### src/rtl/led_game_autoplayer.sv
// Automatic player for the LED reaction game: answers each LED
// rising edge with a timed button press, one request queued ahead.
module led_game_autoplayer #(
  parameter int REACT_CYCLES = 4,
  parameter int HOLD_CYCLES  = 6,
  parameter int GAP_CYCLES   = 6,
  parameter int CNT_W        = 8
) (
  input  logic             clock,
  input  logic             Reset,
  input  logic             Enable,
  input  logic             LedVerde,
  input  logic             LedRED,
  input  logic             LedFin,
  output logic             BotonA,
  output logic             BotonB,
  output logic             Busy,
  output logic             Done,
  output logic [CNT_W-1:0] PressCount,
  output logic [CNT_W-1:0] MissCount
);

  typedef enum logic [2:0] {
    S_IDLE,
    S_WAIT,
    S_PRESS,
    S_GAP,
    S_DONE
  } state_e;

  localparam logic [15:0] REACT_LD = 16'(REACT_CYCLES - 1);
  localparam logic [15:0] HOLD_LD  = 16'(HOLD_CYCLES - 1);
  localparam logic [15:0] GAP_LD   = 16'(GAP_CYCLES - 1);

  state_e      state_q;
  logic [15:0] timer_q;
  logic        verde_q;
  logic        red_q;
  logic        sel_q;
  logic        pend_v_q;
  logic        pend_t_q;

  logic        ev_v;
  logic        ev_r;
  logic        active;
  logic        slot_v;
  logic        slot_t;
  logic [1:0]  miss_n;
  logic        tmr_zero;

  assign ev_v     = LedVerde & ~verde_q;
  assign ev_r     = LedRED & ~red_q;
  assign tmr_zero = (timer_q == 16'd0);
  assign active   = (state_q == S_WAIT) ||
                    (state_q == S_PRESS) ||
                    (state_q == S_GAP);

  function automatic logic [CNT_W-1:0] sat_add(
    input logic [CNT_W-1:0] a,
    input logic [1:0]       b
  );
    logic [CNT_W:0] s;
    s = {1'b0, a} + (CNT_W+1)'(b);
    return s[CNT_W] ? '1 : s[CNT_W-1:0];
  endfunction

  // Slot contents after this cycle's events; sel/pending type 1 = BotonB.
  always_comb begin
    slot_v = pend_v_q;
    slot_t = pend_t_q;
    miss_n = 2'd0;
    if (active) begin
      if (ev_v) begin
        if (slot_v) begin
          miss_n = miss_n + 2'd1;
        end else begin
          slot_v = 1'b1;
          slot_t = 1'b0;
        end
      end
      if (ev_r) begin
        if (slot_v) begin
          miss_n = miss_n + 2'd1;
        end else begin
          slot_v = 1'b1;
          slot_t = 1'b1;
        end
      end
    end else if (state_q == S_IDLE && ev_v && ev_r) begin
      miss_n = 2'd1;
    end
  end

  always_ff @(posedge clock) begin
    if (Reset) begin
      state_q    <= S_IDLE;
      timer_q    <= 16'd0;
      verde_q    <= 1'b0;
      red_q      <= 1'b0;
      sel_q      <= 1'b0;
      pend_v_q   <= 1'b0;
      pend_t_q   <= 1'b0;
      BotonA     <= 1'b0;
      BotonB     <= 1'b0;
      Busy       <= 1'b0;
      Done       <= 1'b0;
      PressCount <= '0;
      MissCount  <= '0;
    end else begin
      verde_q <= LedVerde;
      red_q   <= LedRED;
      if (!Enable) begin
        state_q  <= S_IDLE;
        pend_v_q <= 1'b0;
        BotonA   <= 1'b0;
        BotonB   <= 1'b0;
        Busy     <= 1'b0;
        Done     <= 1'b0;
      end else if (LedFin) begin
        state_q  <= S_DONE;
        pend_v_q <= 1'b0;
        BotonA   <= 1'b0;
        BotonB   <= 1'b0;
        Busy     <= 1'b0;
        Done     <= 1'b1;
      end else begin
        MissCount <= sat_add(MissCount, miss_n);
        if (active) begin
          pend_v_q <= slot_v;
          pend_t_q <= slot_t;
          timer_q  <= timer_q - 16'd1;
        end
        unique case (state_q)
          S_IDLE: begin
            if (ev_v || ev_r) begin
              state_q <= S_WAIT;
              timer_q <= REACT_LD;
              sel_q   <= ~ev_v;
              Busy    <= 1'b1;
            end
          end
          S_WAIT: begin
            if (tmr_zero) begin
              state_q <= S_PRESS;
              timer_q <= HOLD_LD;
              BotonA  <= ~sel_q;
              BotonB  <= sel_q;
            end
          end
          S_PRESS: begin
            if (tmr_zero) begin
              state_q    <= S_GAP;
              timer_q    <= GAP_LD;
              BotonA     <= 1'b0;
              BotonB     <= 1'b0;
              PressCount <= sat_add(PressCount, 2'd1);
            end
          end
          S_GAP: begin
            if (tmr_zero) begin
              if (slot_v) begin
                state_q  <= S_WAIT;
                timer_q  <= REACT_LD;
                sel_q    <= slot_t;
                pend_v_q <= 1'b0;
              end else begin
                state_q <= S_IDLE;
                Busy    <= 1'b0;
              end
            end
          end
          S_DONE: begin
          end
          default: state_q <= S_IDLE;
        endcase
      end
    end
  end

endmodule
### config.mk
export PLATFORM = sky130hd
export DESIGN_NAME = led_game_autoplayer
export DESIGN_NICKNAME = d
export VERILOG_FILES = /design/src/rtl/led_game_autoplayer.sv
export SDC_FILE = /design/constraint.sdc
export NUM_CORES = 1
export LEC_CHECK = 0
export CAP_MARGIN = 20
export CORE_MARGIN = 1
export CORE_UTILIZATION = 40
export DETAILED_ROUTE_END_ITERATION = 10
export GPL_ROUTABILITY_DRIVEN = 0
export PLACE_DENSITY = 0.62
export SYNTH_ARGS = -nofsm -noshare
export SYNTH_HDL_FRONTEND = slang
export SYNTH_SLANG_ARGS = --single-unit
### constraint.sdc
create_clock -name clock -period 2.9 [get_ports clock]
set_clock_uncertainty 0.05 [all_clocks]
set_input_delay 0.435 -clock clock [delete_from_list [all_inputs] [get_ports clock]]
set_output_delay 0.435 -clock clock [all_outputs]
set_load 0.02 [all_outputs]
==> out/summary.json, run 1 <==
{
  "clock_insertion_delay_worst_skew_ns": 0.29,
  "power_mw": 1.19,
  "synth.lib_cells_used.distinct": 53,
  "routed_wire_length_per_instance_microns": 13.7,
  "required_ns": 3.08,
  "grt_antenna_before_repair": 0,
  "sw_frac_of_total_pct": 26.2,
  "maximum_number_of_pins_on_one_net_before_global_route_repair": 29,
  "p_clk_share_pct": 34.3,
  "post-route-drc-count": 0,
  "switchingPower_uw": 311,
  "setup.worst_path.end_class": "flip-flop",
  "synth_area_per_cell_sq_um": 8.56,
  "post-place-ws_ns": -0.525,
  "comb_power_share_pct": 13.0,
  "path_class": "reg2reg",
  "synth-seq-area-share_pct": 37.4,
  "synth_flop_cell": "dfxtp_1",
  "cts_tree": "done",
  "unrepaired_setup_endpoints_after_global_routing": "true",
  "path_max_fanout": 4,
  "fp.dieW_microns": 78.7,
  "chipHeight_microns": 78.7,
  "internal_power_uw": 874,
  "initial_utilization_pct": 42.2,
  "slew-limit-headroom_pct": 67.1,
  "place.detailed.hpwl_microns": 3610,
  "cts-root-buf": "clkbuf_8",
  "power_density_nw_per_um2": 397,
  "core_area_sq_um": 5570,
  "maximum_clock_path_buffer_count": 2,
  "wire_length_of_the_first_global_routing_pass_microns": 9330,
  "post-route-min-period_ns": 2.72,
  "p_leak_nw": 1.13,
  "timing.fmax_mhz": 367,
  "postSynthNetCount": 288,
  "transition_time_at_the_pin_with_the_least_slew_margin_ns": 0.489,
  "synth-warning-count": 0,
  "synth.ff_latch_count": 44,
  "globalRouteTotalUtil_pct": 18.8,
  "numPortBuffers": 25,
  "synthMostInstantiatedCell": "dfxtp_1",
  "stdcell_area_sq_um": 2990,
  "synthesis.instances": 275,
  "htreeDepth": 2,
  "max_cap_violations": 0,
  "timing.final.ws_setup_ns": 0.179,
  "tritoncts.num_buffers": 5,
  "top_cells_by_area_synth": "dfxtp_1 (37%), nor2_1 (4.9%), xnor2_1 (4.1%), a21oi_1 (4.0%), ha_1 (3.2%)",
  "clkSinkCount": 44,
  "area_delta_synth_final_pct": 27.0,
  "post-route-util_pct": 53.6,
  "routed_via_density": 5.45,
  "drv_slew": 0,
  "grt_overflow_total": 0,
  "io-pin-count": 26,
  "fillerInstances": 523,
  "worst_hold_path_type": "in2reg",
  "synth_largest_area_cell": "dfxtp_1",
  "drt.antenna.violating_nets": 0,
  "worst_ir_drop_vdd_v": 0.000220,
  "fp-row-count": 27,
  "worst_ep_arrival_time_ns": 2.91,
  "synth.top_cell.area_share_pct": 37.4,
  "routed_wirelength_microns": 5350,
  "timing.final.hold_violations": 0,
  "detailed_place.area_sq_um": 2780,
  "share_of_post_route_cells_with_drive_strength_above_1_pct": 18.2,
  "finalSetupViolCount": 0,
  "final_net_count": 330,
  "clk_pin_slew_ns": 0.08,
  "total_neg_setup_slack_ns": 0,
  "drtPass1Iterations": 4,
  "design.die.area_sq_um": 6190,
  "synth_top_cells_by_count": "dfxtp_1 (44), nor2_1 (31), a21oi_1 (19), nand2_1 (19)",
  "synth_edf_count": 0,
  "setup.worst_path.start_class": "flip-flop",
  "initialDrtViolationCount": 130,
  "ctsHoldBuffers": 0,
  "vias_in_the_first_global_route": 2014,
  "finalCritPeriodShare_pct": 93.8,
  "power_frac_seq_pct": 52.7,
  "num_vias": 2124,
  "synthesis.area_sq_um": 2350,
  "status": "complete, no violations",
  "synth-async-reset-ratio_pct": 0,
  "antenna-diode-count": 0
}
[worst max-delay path, stage by stage (launching register included)]
cell     delay (ns)
dfxtp_2        0.33
nor2b_4        0.12
inv_2          0.06
ha_4           0.25
nand2_2        0.05
a21oi_2        0.10
a31oi_1        0.06
nor2_1         0.13
ha_2           0.20
inv_2          0.04
fa_2           0.37
nor3b_2        0.21
and4_1         0.23
nand4_1        0.16
buf_6          0.18
a21oi_2        0.12
[stage by stage]
step,instances,hold slack [ns]
final,390,0.321
after global routing,390,0.334
after CTS,390,0.443
after detailed placement,377,0.407
after global placement,377,0.417
after floorplan,275,0.421
[path summary, 6_finish.rpt]
| check | startpoint | to | slack (ns) | cells after the start |
|---|---|---|---|---|
| max reg2reg | verde_q | MissCount[1] | 0.18 | 15 |
| max | verde_q | MissCount[1] | 0.18 | 15 |
| min | LedVerde | verde_q | 0.32 | 2 |
| min reg2reg | Busy | Busy | 0.44 | 2 |
[power by group through the flow]
stage               clock network [mW]  logic, mW  registers [mW]
CTS                              0.415      0.150           0.625
floorplan                            0     0.0976           0.640
global placement                     0      0.144           0.639
global route                     0.445      0.172           0.627
detailed placement                   0      0.145           0.639
finish                           0.407      0.154           0.625
[registers in the layout (all words and copies together) (netlist names)]
signal and count:
pend_v_q 1, red_q 1, BotonB 1, sel_q 1, pend_t_q 1, PressCount 8
Done 1, state_q 3, verde_q 1, Busy 1, timer_q 16, MissCount 8
BotonA 1
[cell families (layout without fill, tap and decap cells)]
family          Yosys count  in the layout  synth area share [%]
compound gates           54             54                  15.5
xor+xnor                 18             18                  6.70
fa+ha+maj                 7              7                  4.04
buf+inv                  22             65                  4.20
flops                    44             44                  37.4
mux                       3              3                  1.28
simple gates            127            127                  30.8
[final cells by class]
type / count / area (sq um) / area share [%]
clock inverter: 1 / 7.51 / 0.251
clock buffer: 7 / 86.3 / 2.89
tap: 72 / 90.1 / 3.02
inverter: 7 / 26.3 / 0.879
multi-input combinational: 209 / 1450 / 48.6
timing repair buffer: 50 / 439 / 14.7
sequential: 44 / 886 / 29.6
[per-layer routing]
metal | wire length [microns] | part of all wire (%) | vias up | track usage, %
met3 | 225 | 4.2 | 7 | 3.45
met2 | 2380 | 45 | 49 | 29.1
met5 | 0 | 0 | - | 0
met1 | 2670 | 50 | 987 | 26.2
met4 | 70 | 1.3 | 0 | 6.30
li1 | - | - | 1081 | -
[what timing repair did]
item,CTS,global route
gates cloned,0,0
setup buffers,5,0
pin swaps,4,9
setup endpoints to repair,8,8
resized for setup,7,17
[cell usage in the layout (no fill, tap or decap), drive strengths merged, types with 2 or more instances in the layout]
cell type / n
a41oi: 2
nand2: 19
a21boi: 2
clkdlybuf4s50: 23
nand3: 7
clkbuf: 8
a21oi: 20
ha: 6
and3b: 3
xor2: 7
nand4: 5
and3: 6
nand2b: 6
inv: 7
a311oi: 4
nor4: 7
o211ai: 2
nor3: 12
and4: 6
nor2b: 9
xnor2: 11
or4: 3
dfxtp: 44
a211oi: 3
o21ai: 5
nor2: 31
and2: 2
nor3b: 6
and4b: 2
buf: 25
mux2i: 3
a31oi: 9
Power figures use the tool's default switching activity.
==> run 2, diff against run 1 <==
Settings changed: CTS_BUF_LIST from default to sky130_fd_sc_hd__clkbuf_16.
==> run 2 against run 1 <==
Effect of this change: total power rose by 12%; first-iteration DRC count fell by 38%; non-clock buffer count unchanged; critical path type unchanged; sequential power barely moved; critical endpoint unchanged.
==> out/summary.json, run 2 (synthesis gave the netlist of run 1 again) <==
{
  "setup.worst_path.start_class": {"value": "flip-flop", "change": "unchanged"},
  "worst_min_delay_path_startpoint": {"value": "LedVerde", "change": "unchanged"},
  "largest_register_ffs": {"value": 16, "change": "unchanged"},
  "routed_wirelength": {"value": 5420, "unit": "microns", "change": "was 5350 microns"},
  "max_stage_delay": {"value": 0.37, "unit": "ns", "change": "about the same"},
  "finalCritPeriodShare": {"value": 93.9, "unit": "%", "change": "was 93.8%"},
  "worst_r2r_path_depth": {"value": 15, "change": "unchanged"},
  "drv_slew": {"value": 0, "change": "unchanged"},
  "grt_antenna_before_repair": {"value": 0, "change": "unchanged"},
  "transition_time_at_the_pin_with_the_least_slew_margin": {"value": 0.492, "unit": "ns", "change": "was 0.489 ns"},
  "worst_r2r_startpoint": {"value": "verde_q", "change": "unchanged"},
  "detailed_place.area": {"value": 2780, "unit": "sq um", "change": "unchanged"},
  "share_of_post_route_cells_with_drive_strength_above_1": {"value": 17.9, "unit": "%", "change": "was 18.2%"},
  "hold_path_depth": {"value": 2, "change": "unchanged"},
  "power": {"value": 1.33, "unit": "mW", "change": "was 1.19 mW"},
  "gr-max-usage-layer": {"value": "met2", "change": "unchanged"},
  "registers.top_by_ff_count": {"value": "timer_q", "change": "unchanged"},
  "core_area": {"value": 5570, "unit": "sq um", "change": "unchanged"},
  "routed_via_density": {"value": 5.51, "change": "was 5.45"},
  "drt.antenna.violating_nets": {"value": 0, "change": "unchanged"},
  "fp.dieW": {"value": 78.7, "unit": "microns", "change": "unchanged"},
  "initial_utilization": {"value": 42.2, "unit": "%", "change": "unchanged"},
  "area.sequential": {"value": 886, "unit": "sq um", "change": "unchanged"},
  "critPathLaunch": {"value": "verde_q", "change": "unchanged"},
  "htreeDepth": {"value": 2, "change": "unchanged"},
  "clock_insertion_delay_worst_skew": {"value": 0.28, "unit": "ns", "change": "was 0.29 ns"},
  "drtPass1Iterations": {"value": 4, "change": "unchanged"},
  "io-pin-count": {"value": 26, "change": "unchanged"},
  "grt_overflow_total": {"value": 0, "change": "unchanged"},
  "post-route-drc-count": {"value": 0, "change": "unchanged"},
  "clk_pin_slew": {"value": 0.06, "unit": "ns", "change": "was 0.08 ns"},
  "chipHeight": {"value": 78.7, "unit": "microns", "change": "unchanged"},
  "sw_frac_of_total": {"value": 25.0, "unit": "%", "change": "was 26.2%"},
  "area_delta_synth_final": {"value": 28.9, "unit": "%", "change": "was 27.0%"},
  "numPortBuffers": {"value": 25, "change": "unchanged"},
  "initialDrtViolationCount": {"value": 81, "change": "was 130"},
  "num_vias": {"value": 2150, "change": "was 2,124"},
  "setup.worst_path.end_class": {"value": "flip-flop", "change": "unchanged"},
  "final_net_count": {"value": 330, "change": "unchanged"},
  "finalSetupViolCount": {"value": 0, "change": "unchanged"},
  "reg2reg_slack": {"value": 0.18, "unit": "ns", "change": "about the same"},
  "path_class": {"value": "reg2reg", "change": "unchanged"},
  "hold_slack": {"value": 0.333, "unit": "ns", "change": "was 0.321 ns"},
  "max_cap_violations": {"value": 0, "change": "unchanged"},
  "grtUsageMet1": {"value": 26.2, "unit": "%", "change": "unchanged"},
  "p_clk_share": {"value": 41.1, "unit": "%", "change": "was 34.3%"},
  "unrepaired_setup_endpoints_after_global_routing": {"value": "true", "change": "unchanged"},
  "timing.fmax": {"value": 367, "unit": "MHz", "change": "about the same"},
  "fp-row-count": {"value": 27, "change": "unchanged"},
  "power_density": {"value": 437, "unit": "nW/um^2", "change": "was 397 nW/um^2"},
  "path_max_fanout": {"value": 4, "change": "unchanged"},
  "global_route.usage.met3": {"value": 3.10, "unit": "%", "change": "was 3.45%"},
  "critical_path.slowest_cell": {"value": "fa_2", "change": "unchanged"},
  "fillerInstances": {"value": 518, "change": "was 523"},
  "clkSinkCount": {"value": 44, "change": "unchanged"},
  "slew-limit-headroom": {"value": 66.8, "unit": "%", "change": "was 67.1%"},
  "cts-root-buf": {"value": "clkbuf_16", "change": "was clkbuf_8"},
  "stdcell_area": {"value": 3030, "unit": "sq um", "change": "was 2990 sq um"},
  "multi_input_comb_area": {"value": 1450, "unit": "sq um", "change": "unchanged"},
  "comb_power_share": {"value": 11.8, "unit": "%", "change": "was 13.0%"},
  "cts_tree": {"value": "done", "change": "unchanged"},
  "internal_power": {"value": 995, "unit": "uW", "change": "was 874 uW"},
  "holdPathEnd": {"value": "verde_q", "change": "unchanged"},
  "grt.met2_usage": {"value": 29.4, "unit": "%", "change": "was 29.1%"},
  "power_frac_seq": {"value": 47.1, "unit": "%", "change": "was 52.7%"},
  "timing.final.ws_setup": {"value": 0.177, "unit": "ns", "change": "was 0.179 ns"},
  "status": {"value": "complete, no violations", "change": "unchanged"},
  "post-place-ws": {"value": -0.525, "unit": "ns", "change": "unchanged"},
  "vias_in_the_first_global_route": {"value": 2028, "change": "was 2,014"},
  "post-route-min-period": {"value": 2.72, "unit": "ns", "change": "about the same"},
  "antenna-diode-count": {"value": 0, "change": "unchanged"},
  "layout_commonest_cell": {"value": "dfxtp_1", "change": "unchanged"},
  "maximum_number_of_pins_on_one_net_before_global_route_repair": {"value": 29, "change": "unchanged"},
  "required": {"value": 3.07, "unit": "ns", "change": "was 3.08 ns"},
  "design.die.area": {"value": 6190, "unit": "sq um", "change": "unchanged"},
  "p_leak": {"value": 1.15, "unit": "nW", "change": "was 1.13 nW"},
  "timing.final.hold_violations": {"value": 0, "change": "unchanged"},
  "wire_length_of_the_first_global_routing_pass": {"value": 9400, "unit": "microns", "change": "was 9330 microns"},
  "routed_wire_length_per_instance": {"value": 13.9, "unit": "microns", "change": "was 13.7 microns"},
  "cp_cell_sequence": {"value": "nor2b_4 > inv_2 > ha_4 > nand2_2 > a21oi_2 > a31oi_1 > nor2_1 > ha_2 > inv_2 > fa_2 > nor3b_2 > and4_1 > nand4_1 > buf_6 > a21oi_2", "change": "unchanged"},
  "final_cell_mix": {"value": "dfxtp_1 (42), nor2_1 (31), buf_4 (24), clkdlybuf4s50_1 (23), nand2_1 (18)", "change": "unchanged"},
  "layout_top_registers": {"value": "timer_q x16, MissCount x8, PressCount x8", "change": "unchanged"},
  "maximum_clock_path_buffer_count": {"value": 2, "change": "unchanged"},
  "worst_hold_path_type": {"value": "in2reg", "change": "unchanged"},
  "switchingPower": {"value": 332, "unit": "uW", "change": "was 311 uW"},
  "place.detailed.hpwl": {"value": 3610, "unit": "microns", "change": "unchanged"},
  "worst_ir_drop_vdd": {"value": 0.000264, "unit": "V", "change": "was 0.000220 V"},
  "worst_ep_arrival_time": {"value": 2.89, "unit": "ns", "change": "was 2.91 ns"},
  "tritoncts.num_buffers": {"value": 5, "change": "unchanged"},
  "worstReg2RegEnd": {"value": "MissCount[1]", "change": "unchanged"},
  "globalRouteTotalUtil": {"value": 19.1, "unit": "%", "change": "was 18.8%"}
}
## run 2: power by group through the flow
stage | combinational [mW] | clock [mW] | sequential (mW)
3_3_place_gp | 0.144 | 0 | 0.639
2_1_floorplan | 0.0976 | 0 | 0.640
6_report | 0.156 | 0.545 | 0.626
3_5_place_dp | 0.145 | 0 | 0.639
4_1_cts | 0.151 | 0.556 | 0.626
5_1_grt | 0.173 | 0.589 | 0.627
## run 2: layout make-up
class	instances	area share [%]
multi-input combinational	209	47.9
sequential	44	29.2
timing repair buffer	50	14.5
clock buffer	5	4.12
tap	72	2.97
inverter	7	0.866
clock inverter	3	0.495
## run 2: worst max-delay path: cells and delay by family, from the launching register on
family          cells  cell delay (ns)
compound gates      3             0.28
fa+ha+maj           3             0.82
buf+inv             3             0.28
flops               1             0.33
simple gates        6             0.91
## run 2: worst max path at each step
stage	endpoint	depth (start not counted)
finish	MissCount[1]	15
global route	MissCount[1]	15
CTS	MissCount[5]	13
detailed placement	MissCount[4]	16
global placement	MissCount[4]	16
floorplan	MissCount[4]	15
## run 2: repair_timing
item                                    4_1_cts  5_1_grt
setup buffers                                 5        0
hold buffers                                  0        0
endpoints found under the setup margin        8        8
resized for setup                             7       17
pin swaps                                     4        9
## run 2: through the flow
step / utilization (%) / TNS (ns) / cells
3_5_place_dp: 49.9 / -3.61 / 377
2_1_floorplan: - / 0 / 275
4_1_cts: 53.4 / 0 / 390
3_3_place_gp: 49.9 / -3.27 / 377
5_1_grt: 54.4 / -0.204 / 390
6_report: 54.4 / 0 / 390
## run 2: routing by layer
metal / routed length (microns) / up-vias
li1: - / 1085
met1: 2690 / 1008
met2: 2440 / 47
met3: 191 / 10
met4: 98 / 0
met5: 0 / -
